**config.mk**
```make
export PLATFORM = sky130hd
export DESIGN_NAME = ovld_reg_mc
export DESIGN_NICKNAME = d
export VERILOG_FILES = /design/src/rtl/ovld_reg_mc.sv
export SDC_FILE = /design/constraint.sdc
export NUM_CORES = 1
export LEC_CHECK = 0
export CAP_MARGIN = 20
export CORE_MARGIN = 8
export CORE_UTILIZATION = 54
export DETAILED_ROUTE_END_ITERATION = 12
export PLACE_DENSITY = 0.79
export SYNTH_ARGS = -nofsm -noshare
export SYNTH_HDL_FRONTEND = slang
export SYNTH_SLANG_ARGS = --single-unit
```
**constraint.sdc**
```tcl
create_clock -name clk -period 14 [get_ports clk]
set_input_delay 2.8 -clock clk [delete_from_list [all_inputs] [get_ports clk]]
set_output_delay 2.8 -clock clk [all_outputs]
set_load 0.02 [all_outputs]
```
**src/rtl/ovld_reg_mc.sv**
```systemverilog
// rtl/ovld_reg_mc.sv - multi-channel output-valid register with snapshot stream (optional last_out via OVLD_REG_MC_LAST_EN)
module ovld_reg_mc #(
  parameter int DATA_WIDTH = 32,
  parameter int NUM_CH     = 4,
  localparam int CH_W      = (NUM_CH > 1) ? $clog2(NUM_CH) : 1
) (
  input  logic                         clk,
  input  logic                         rst,
  input  logic [NUM_CH*DATA_WIDTH-1:0] data_in,
  input  logic [NUM_CH-1:0]            vld_in,
  input  logic                         ap_start,
  input  logic                         ap_done,
  output logic [DATA_WIDTH-1:0]        data_out,
  output logic [CH_W-1:0]              ch_out,
  output logic                         vld_out,
  input  logic                         rdy_in,
  output logic                         busy,
  output logic                         overflow
`ifdef OVLD_REG_MC_LAST_EN
  ,
  output logic                         last_out
`endif
);

  typedef enum logic {S_IDLE, S_DRAIN} state_t;

  state_t                  state_q, state_d;
  logic                    prev_start_q, prev_start_d;
  logic                    prev_done_q, prev_done_d;
  logic [DATA_WIDTH-1:0]   data_reg_q [NUM_CH];
  logic [DATA_WIDTH-1:0]   data_reg_d [NUM_CH];
  logic [NUM_CH-1:0]       ever_valid_q, ever_valid_d;
  logic [DATA_WIDTH-1:0]   snap_q [NUM_CH];
  logic [DATA_WIDTH-1:0]   snap_d [NUM_CH];
  logic [NUM_CH-1:0]       pending_q, pending_d;
  logic [NUM_CH-1:0]       pending_left;
  logic [NUM_CH-1:0]       eff_mask;
  logic [DATA_WIDTH-1:0]   data_out_q, data_out_d;
  logic [CH_W-1:0]         ch_out_q, ch_out_d;
  logic                    overflow_q, overflow_d;
  logic                    rise_start, rise_done, accept;
`ifdef OVLD_REG_MC_LAST_EN
  logic                    last_q, last_d;
`endif

  // Edge detect and per-channel capture; data_reg_d doubles as the snapshot data
  always_comb begin
    prev_start_d = ap_start;
    prev_done_d  = ap_done;
    rise_start   = ap_start & ~prev_start_q;
    rise_done    = ap_done & ~prev_done_q;
    eff_mask     = '0;
    ever_valid_d = '0;
    for (int c = 0; c < NUM_CH; c++) begin
      data_reg_d[c]   = vld_in[c] ? data_in[c*DATA_WIDTH +: DATA_WIDTH] : data_reg_q[c];
      eff_mask[c]     = vld_in[c] | (ever_valid_q[c] & ~rise_start);
      ever_valid_d[c] = (vld_in[c] | ever_valid_q[c]) & ~(rise_start & ~vld_in[c]);
    end
    accept = rise_done & (eff_mask != '0);
  end

  // Drain FSM: pending mask bookkeeping, snapshot load, overflow, registered stream outputs
  always_comb begin
    state_d    = state_q;
    snap_d     = snap_q;
    overflow_d = overflow_q;
    pending_left = pending_q;
    if (state_q == S_DRAIN && rdy_in) begin
      pending_left = pending_q & (pending_q - NUM_CH'(1));
    end
    pending_d = pending_left;
    if (state_q == S_IDLE) begin
      if (accept) begin
        pending_d = eff_mask;
        snap_d    = data_reg_d;
        state_d   = S_DRAIN;
      end
    end else begin
      if (pending_left == '0) begin
        if (accept) begin
          pending_d = eff_mask;
          snap_d    = data_reg_d;
        end else begin
          state_d = S_IDLE;
        end
      end else if (accept) begin
        overflow_d = 1'b1;
      end
    end
    // present the lowest pending channel; outputs rest at zero when nothing is pending
    data_out_d = '0;
    ch_out_d   = '0;
    for (int i = NUM_CH - 1; i >= 0; i--) begin
      if (pending_d[i]) begin
        data_out_d = snap_d[i];
        ch_out_d   = CH_W'(i);
      end
    end
`ifdef OVLD_REG_MC_LAST_EN
    last_d = (pending_d != '0) && ((pending_d & (pending_d - NUM_CH'(1))) == '0);
`endif
  end

  // State registers with asynchronous reset
  always_ff @(posedge clk or posedge rst) begin
    if (rst) begin
      state_q      <= S_IDLE;
      prev_start_q <= 1'b0;
      prev_done_q  <= 1'b0;
      ever_valid_q <= '0;
      pending_q    <= '0;
      data_out_q   <= '0;
      ch_out_q     <= '0;
      overflow_q   <= 1'b0;
      for (int c = 0; c < NUM_CH; c++) begin
        data_reg_q[c] <= '0;
        snap_q[c]     <= '0;
      end
`ifdef OVLD_REG_MC_LAST_EN
      last_q       <= 1'b0;
`endif
    end else begin
      state_q      <= state_d;
      prev_start_q <= prev_start_d;
      prev_done_q  <= prev_done_d;
      ever_valid_q <= ever_valid_d;
      pending_q    <= pending_d;
      data_out_q   <= data_out_d;
      ch_out_q     <= ch_out_d;
      overflow_q   <= overflow_d;
      data_reg_q   <= data_reg_d;
      snap_q       <= snap_d;
`ifdef OVLD_REG_MC_LAST_EN
      last_q       <= last_d;
`endif
    end
  end

  assign vld_out  = (state_q == S_DRAIN);
  assign busy     = (state_q == S_DRAIN);
  assign data_out = data_out_q;
  assign ch_out   = ch_out_q;
  assign overflow = overflow_q;
`ifdef OVLD_REG_MC_LAST_EN
  assign last_out = last_q;
`endif

endmodule
```
== Word-level counts from Yosys, hierarchy flattened ==
Cells that the tools add are included.

* Bits in registers: 302
* Bits in latches: 0
* Memory bits (writable): 0
* Memory bits (read-only): 0
* Input bits: 137
* Output and inout port bits: 37
* Word-level logic and storage cells: 79
* Memories: 0

* Add/sub/neg operators: 1
* Multiply operators: 0
* Divide/modulo/power cells: 0
* Magnitude comparators: 0
* Equality and inequality tests: 0
* Shift operators: 0
* Multiplexer cells: 22
* Bitwise gates (word level): 36
* Reductions and logical operators: 4

{| class="wikitable"
|+ Operators with widths
! operator !! number
|-
| two-way mux 128 bit || 3
|-
| two-way mux 32 bit || 8
|-
| two-way mux 4 bit || 4
|-
| bitwise AND 1 bit || 15
|-
| inverter 1 bit || 12
|-
| two-way mux 2 bit || 4
|-
| bitwise OR 1 bit || 8
|-
| bitwise AND 4 bit || 1
|-
| logical NOT 4 bit || 1
|-
| nonzero test 4 bit || 1
|-
| subtractor 4 x 1 -> 4 bit, second input constant || 1
|-
| two-way mux 1 bit || 3
|-
| AND reduction 3 bit || 1
|-
| logical AND 1 bit || 1
|}

== Depth between registers and ports, before layout ==
Gate-level depths: netlist of run 1.

* Word-level depth: 14
* Depth in mapped cells: 10
* Gate-level depth less buffers: 7

== Least setup slack after synthesis of run 1 ==
Ideal clock, no wire load.

* Kind: input to register
* From: input port vld_in[0]
* To: register data_out_q[10] (netlist: data_out[10])
* Library setup time: 0.131 ns
* Arrival time: 4.620 ns
* Data required time: 13.869 ns
* Path slack: 9.249 ns
* Stages on the path: 9
* Buffers on the path: 2
* Cell sequence: clkbuf_1 > nor4_1 > nand2b_1 > a21boi_0 > o22ai_2 > inv_2 > buf_2 > a211oi_1 > a211oi_2

* Cells in the longest elaborated chain, start to end: 10
* Elaborated cells on any way between the ends: 14

{| class="wikitable"
|+ Ends and longest elaborated chain
! what !! RTL line !! text
|-
| start, declared || 10 || <nowiki>input logic [NUM_CH-1:0] vld_in,</nowiki>
|-
| bitwise OR 1 bit || 56 || <nowiki>eff_mask[c] = vld_in[c] | (ever_valid_q[c] & ~rise_start);</nowiki>
|-
| nonzero test 4 bit || 59 || <nowiki>accept = rise_done & (eff_mask != '0);</nowiki>
|-
| bitwise AND 1 bit || 59 ||
|-
| two-way mux 128 bit or two-way mux 4 bit (tied branches) || 73, 80 ||
|-
| two-way mux 128 bit or two-way mux 4 bit (tied branches) || 79 || <nowiki>if (pending_left == '0) begin</nowiki>
|-
| two-way mux 128 bit or two-way mux 4 bit (tied branches) || 72 || <nowiki>if (state_q == S_IDLE) begin</nowiki>
|-
| two-way mux 32 bit (3 in a row) || 94 || <nowiki>if (pending_d[i]) begin</nowiki>
|-
| two-way mux 32 bit * || 94 ||
|-
| net data_out_d[10] || 38 || <nowiki>logic [DATA_WIDTH-1:0] data_out_q, data_out_d;</nowiki>
|-
| end signal, assigned || 128 || <nowiki>data_out_q <= data_out_d;</nowiki>
|-
| end, declared || 38 ||
|}

The timed path passes the listed nets; every way through them passes the cells marked *.
A chain may end at the register's enable or synchronous reset.

==> flow_summary.yaml, run 1 <==
timing:
  setup_violations: 0
  slew_violations: 0
  timing.fmax_ghz: 0.160
  layout_min_cycle_time_ps: 6270
  post-route-worst-setup-slack_ps: 7730
  worst_setup_skew_after_layout_ps: 9.86
  timing.final.crit_share_pct: 44.8
  setup_tns_ps: 0
  grt_setup_unrepaired: "no"
  relative_slew_slack_pct: 31.6
  hold_viol_final: 0
  max_slew.worst_pin.slew_ps: 1030
power:
  vdd.ir_drop.worst_v: 0.000108
  leakagePower_uw: 0.00617
  p_per_area_mw_per_mm2: 216
  power.clock.fraction_pct: 23.1
  sw_share_pct: 33.4
  combPwrFrac_pct: 38.0
  pwr-share-seq_pct: 38.9
  net-switching-power_uw: 1080
  internal-power_uw: 2160
global_routing:
  grt.busiest_layer: "met2"
  grt_remaining_overflow: 0
  grt_use_met1_pct: 28.7
  grt_util_all_layers_pct: 20.5
  grt_first_pass_wirelength_mm: 45.9
  gr-usage-met2_pct: 32.9
  grt_max_degree: 157
  use_met3_pct: 3.97
  vias_in_the_first_global_route: 8066
  grt_antenna_before_repair: 0
clock_network:
  cts_buffers: 30
  h-tree-depth: 1
  cts.repair.resized: 0
  cts_setup_buffers: 0
  worst_setup_hold_path_clk_slew_ps: 60
  clock-root-buffer: "clkbuf_16"
  clock_tree.buffer_depth: 3
  tritoncts: "built"
  cts_hold_buf: 0
  numClockSinks: 302
  insertion_delay_ps: 530
synth:
  synth_sequential_area_ratio_pct: 61.8
  syn-cell-area_mm2: 0.0122
  synth_nets: 965
  synth_top_family_by_area: "multiplexers"
  synth-compound-area-share_pct: 6.00
  synth-seq-cells: 302
  synth.top_cell.area_share_pct: 61.8
  synth_mux_area_share_pct: 24.3
  number_of_warnings_reported_in_the_yosys_synthesis_log: 0
  synth_adder_area_share_pct: 0.0819
  synth_xor_area_share_pct: 0
  ys_dominant_reg_cell: "dfrtp_1"
  post_synth_main_area_contributors: "dfrtp_1, mux2_2, a211oi_1"
  syn-mean-instance-area_um2: 14.8
  number_of_flops_mapped_to_enable_cells_by_yosys: 0
  yosysTopAreaCell: "dfrtp_1"
  synth_simple_gate_area_share_pct: 4.87
  post_synth_inst_count: 828
  yosysUniqueCellTypes: 37
  async_reset_ff_share_pct: 100
worst_setup_path:
  cp.required_ps: 14400
  critPathKind: "in2reg"
  critical_path_arrival_ps: 6670
  timing.critical_path.cells: "clkdlybuf4s50_1, or4b_4, o2111ai_2, a21boi_4, buf_4, buf_4, mux2_4, a211oi_1, a211oi_2"
  cp_max_stage_cell: "buf_4"
  critPathMostFrequentCell: "buf_4"
  cp-start-kind: "input pin"
  end_kind: "flip-flop"
  crit_path_max_fanout: 71
  critical-path-max-stage-delay_ps: 790
min_path:
  worst_hold_path_type: "reg2reg"
floorplanning:
  effective_utilization_at_floorplan_pct: 54.5
  die_y_um: 166
  floorplan.core_area_mm2: 0.0224
  boundaryPins: 174
  die_w_um: 166
  fp.dieArea_mm2: 0.0277
  rows: 55
layout:
  final_layout_size_suffix_gt1_share_pct: 33.0
  diodes_inserted: 0
  final_net_count: 1126
  area_of_all_sequential_standard_cells_mm2: 0.00756
  commonest_non_fill_non_tap_cell_in_the_layout: "dfrtp_1"
  fillerInstances: 1573
  area_growth_syn_to_layout_pct: 22.9
  multi_input_area_mm2: 0.00434
  mostFrequentLayoutCells: "dfrtp_1, mux2_2, clkdlybuf4s50_1, a211oi_1, nor2_1"
routing:
  detailedRoute.firstPassIterationCount: 4
  initialDrtViolationCount: 479
  via_per_inst: 5.69
  postRouteAntennaNets: 0
  wire_per_inst_um: 22.1
  dr_total_vias: 7340
  routed_wirelength_mm: 28.5
  drc: 0
placement:
  finalWeightedCongestion: 0.775
  dp_slack_ps: 7220
  final_hpwl_from_detailed_placement_mm: 17.5
  io_buffers: 173
job:
  number_of_max_capacitance_violations_reported: 0
status:
  outcome: "finished, final reports clean"
## power groups by stage
stage	Sequential, µW	Combinational, µW	Clock (µW)
5_1_grt	1290	1320	802
2_1_floorplan	1310	822	0
6_report	1260	1230	749
4_1_cts	1260	1240	765
3_5_place_dp	1270	1220	0
3_3_place_gp	1260	1190	0
## stage by stage
step	instance area, µm²	cells	hold slack [ps]	total power (µW)	utilization, %
3_5_place_dp	14100	1241	467	2500	62.8
5_1_grt	15000	1291	497	3410	66.9
4_1_cts	15000	1290	484	3260	66.8
6_report	15000	1291	477	3240	66.9
3_3_place_gp	14100	1241	466	2460	62.8
2_1_floorplan	12200	828	454	2130	-
## synth_stat cells, types with 3 or more instances
master      n
dfrtp_1   302
mux2_2    227
a211oi_1   44
nor2_1     36
nand3_1    34
nor3_1     34
clkbuf_1   28
a211oi_2   20
mux2_4     20
buf_2      11
buf_6      10
mux2_1     10
buf_4       7
a21oi_1     6
inv_1       5
nand2b_1    4
inv_2       3
nand2_1     3
## layer usage
metal / vias to the layer above / routed length, µm
met5: - / 0
li1: 3300 / -
met4: 0 / 364
met2: 186 / 13500
met1: 3825 / 13000
met3: 29 / 1570
## registers in the layout, summed over array words and instances, names as in the netlist, 2 cells and up
name,flops
data_out,32
ch_out,2
snap_q,128
pending_q,4
ever_valid_q,4
data_reg_q,128
## path summary, 6_finish.rpt
kind / from / endpoint / slack, ps / cells past startpoint
setup reg to reg: pending_q[2]$_DFF_PP0_ / data_out[26]$_DFF_PP0_ / 10040 / 8
hold reg to reg: overflow$_DFFE_PP0P_ / overflow$_DFFE_PP0P_ / 480 / 1
setup / recovery: rdy_in / data_out[26]$_DFF_PP0_ / 7730 / 9
min in group asynchronous: rst / data_reg_q[119]$_DFF_PP0_ / 2690 / 2
max in group asynchronous: rst / data_reg_q[40]$_DFF_PP0_ / 9520 / 4
hold / removal: overflow$_DFFE_PP0P_ / overflow$_DFFE_PP0P_ / 480 / 1
## worst max-delay path, delay by kind of cell
kind | cells | cell delay (ps)
muxes | 1 | 360
and+or+nand+nor | 1 | 500
AOI/OAI and AO/OA | 4 | 830
buffers and inverters | 3 | 2130
## layout make-up
type                       count  share of cell area [%]
clock buffer                  44                    5.69
clock inverter                 5                   0.358
inverter                       8                   0.250
multi-input combinational    462                    28.9
sequential                   302                    50.3
tap                          285                    2.37
timing repair buffer         185                    12.1
## cell families (layout without fill, tap and decap cells)
family,Yosys count,count (layout)
AND/OR/NAND/NOR,122,122
AO/OA/AOI/OAI,82,82
flip-flops,302,302
adder cells (fa/ha/maj),1,1
multiplexers,257,257
buffers and inverters,64,242
Power figures use the tool's default switching activity.
==> run 2, diff against run 1 <==
--- a/config.mk
+++ b/config.mk
@@ -7,9 +7,9 @@
 export LEC_CHECK = 0
 export CAP_MARGIN = 20
 export CORE_MARGIN = 8
-export CORE_UTILIZATION = 54
+export CORE_UTILIZATION = 49
 export DETAILED_ROUTE_END_ITERATION = 12
-export PLACE_DENSITY = 0.79
+export PLACE_DENSITY = 0.76
 export SYNTH_ARGS = -nofsm -noshare
 export SYNTH_HDL_FRONTEND = slang
 export SYNTH_SLANG_ARGS = --single-unit
==> constraint.sdc (replaced) <==
create_clock -name clk -period 5.6 [get_ports clk]
set_input_delay 1.12 -clock clk [delete_from_list [all_inputs] [get_ports clk]]
set_output_delay 1.12 -clock clk [all_outputs]
set_load 0.02 [all_outputs]
==> run 2 against run 1 <==
Count of clock-buffer cells in the layout unchanged. Global-route usage shrank 1.1 points. Register-to-register slack lost 7600 ps. Total power grew to 2.6 times the previous value. Non-clock buffer count rose by 2. Clock skew is 5.8 ps higher. Critical path depth is 1 lower. Clock power rose to 2.7 times the previous value. First-iteration DRC count is 8.6% lower. Sequential power grew to 2.5 times the previous value. Final cell count is 3.9% higher. Hold slack gained 6.8 ps. Critical endpoint unchanged. Highest routed layer is now met5.
==> flow_summary.yaml, run 2 (synthesized netlist as in run 1, its figures left out) <==
status:
  outcome: "finished, final reports clean"
worst_setup_path:
  crit_path_max_fanout: 35
  cp.required_ps: 6010
  critical_path_arrival_ps: 4130
  cp-start-kind: "input pin"
  critical_path.reg2reg.startpoint: "ever_valid_q[0]$_DFF_PP0_"
  worst_reg2reg_setup_slack_ps: 2450
  crit_path_start: "ap_done"
  critPathKind: "in2reg"
  r2r-end: "data_out[26]$_DFF_PP0_"
  end_kind: "flip-flop"
  reg2regPathDepth: 7
timing:
  setup_violations: 0
  max_slew.worst_pin.slew_ps: 858
  timing.hold.ws_ps: 484
  relative_slew_slack_pct: 42.7
  setup_tns_ps: 0
  timing.fmax_ghz: 0.269
  layout_min_cycle_time_ps: 3720
  timing.final.crit_share_pct: 66.5
  hold_viol_final: 0
  slew_violations: 0
  grt_setup_unrepaired: "no"
  worst_setup_skew_after_layout_ps: 15.7
  post-route-worst-setup-slack_ps: 1880
clock_network:
  h-tree-depth: 1
  cts_setup_buffers: 0
  numClockSinks: 302
  cts_buffers: 30
  cts.repair.resized: 0
  clock-root-buffer: "clkbuf_16"
  tritoncts: "built"
  clock_tree.buffer_depth: 3
  worst_setup_hold_path_clk_slew_ps: 60
  cts_hold_buf: 0
  insertion_delay_ps: 550
routing:
  dr_total_vias: 7362
  initialDrtViolationCount: 438
  via_per_inst: 5.49
  drc: 0
  postRouteAntennaNets: 0
  routed_wirelength_mm: 29.3
  detailedRoute.firstPassIterationCount: 5
  wire_per_inst_um: 21.8
job:
  number_of_max_capacitance_violations_reported: 0
global_routing:
  vias_in_the_first_global_route: 8116
  grt_remaining_overflow: 0
  grt_max_degree: 129
  grt_first_pass_wirelength_mm: 46.8
  use_met3_pct: 3.82
  grt_util_all_layers_pct: 19.3
  grt_antenna_before_repair: 1
  grt_use_met1_pct: 27.2
  grt.busiest_layer: "met2"
  gr-usage-met2_pct: 30.8
floorplanning:
  die_w_um: 174
  die_y_um: 174
  fp.dieArea_mm2: 0.0302
  boundaryPins: 174
  rows: 58
  floorplan.core_area_mm2: 0.0248
  effective_utilization_at_floorplan_pct: 49.2
power:
  leakagePower_uw: 0.00623
  pwr-share-seq_pct: 38.1
  vdd.ir_drop.worst_v: 0.000291
  sw_share_pct: 32.9
  power.clock.fraction_pct: 24.7
  combPwrFrac_pct: 37.2
  p_per_area_mw_per_mm2: 544
  p_total_uw: 8280
  net-switching-power_uw: 2720
  internal-power_uw: 5550
layout:
  area_growth_syn_to_layout_pct: 24.4
  diodes_inserted: 0
  commonest_non_fill_non_tap_cell_in_the_layout: "dfrtp_1"
  final_net_count: 1128
  number_of_standard_cells_in_the_layout_taps_in_and_fillers_out: 1341
  mostFrequentLayoutCells: "dfrtp_1, mux2_2, clkdlybuf4s50_1, a211oi_1, nor2_1"
  final_layout_size_suffix_gt1_share_pct: 33.7
min_path:
  hold_endpoint: "overflow$_DFFE_PP0P_"
  worstHoldStart: "overflow$_DFFE_PP0P_"
  min_delay_path_depth: 1
  worst_hold_path_type: "reg2reg"
placement:
  finalWeightedCongestion: 0.808
  placedCellCount: 1289
  io_buffers: 173
  final_hpwl_from_detailed_placement_mm: 18.4
  dp_slack_ps: 1350
[run 2: power groups by stage]
| stage | clock (µW) | combinational, µW | sequential [µW] |
|---|---|---|---|
| final | 2040 | 3080 | 3150 |
| after global routing | 2170 | 3330 | 3220 |
| after CTS | 2080 | 3100 | 3160 |
| after detailed placement | 0 | 3090 | 3190 |
| after global placement | 0 | 3010 | 3170 |
| after floorplan | 0 | 2050 | 3260 |
[run 2: cell type report]
class / instances / area, µm²
Fill cell: 1929 / 9610
Inverter: 8 / 33.8
Sequential cell: 302 / 7560
Clock inverter: 8 / 118
Multi-Input combinational cell: 462 / 4340
Clock buffer: 44 / 895
Tap cell: 330 / 413
Timing Repair Buffer: 187 / 1850
[run 2: worst max path at each step]
stage / cells past startpoint / slack, ps / endpoint
final: 8 / 1880 / data_out[26]$_DFF_PP0_
after floorplan: 1 / 460 / busy$_DFF_PP0_
after CTS: 8 / 1890 / data_out[26]$_DFF_PP0_
after global routing: 8 / 1640 / data_out[26]$_DFF_PP0_
after detailed placement: 8 / 1350 / data_out[26]$_DFF_PP0_
after global placement: 8 / 1350 / data_out[15]$_DFF_PP0_
[run 2: layer usage]
| metal | vias up | share of wire [%] |
|---|---|---|
| met5 | - | 0.034 |
| li1 | 3299 | - |
| met3 | 42 | 5.3 |
| met1 | 3807 | 46 |
| met2 | 212 | 47 |
| met4 | 2 | 1.6 |
[run 2: stage by stage]
stage / util (%) / cell area, µm²
5_1_grt: 61.3 / 15200
3_3_place_gp: 57.2 / 14200
2_1_floorplan: - / 12200
3_5_place_dp: 57.2 / 14200
6_report: 61.3 / 15200
4_1_cts: 61.3 / 15200
[run 2: critical path: stages]
cell             delay, ps
clkdlybuf4s50_1        500
nor2b_1                250
nand3_1                250
a21oi_1                280
a2bb2oi_4              580
inv_2                  550
a211oi_1               450
a211oi_2               120
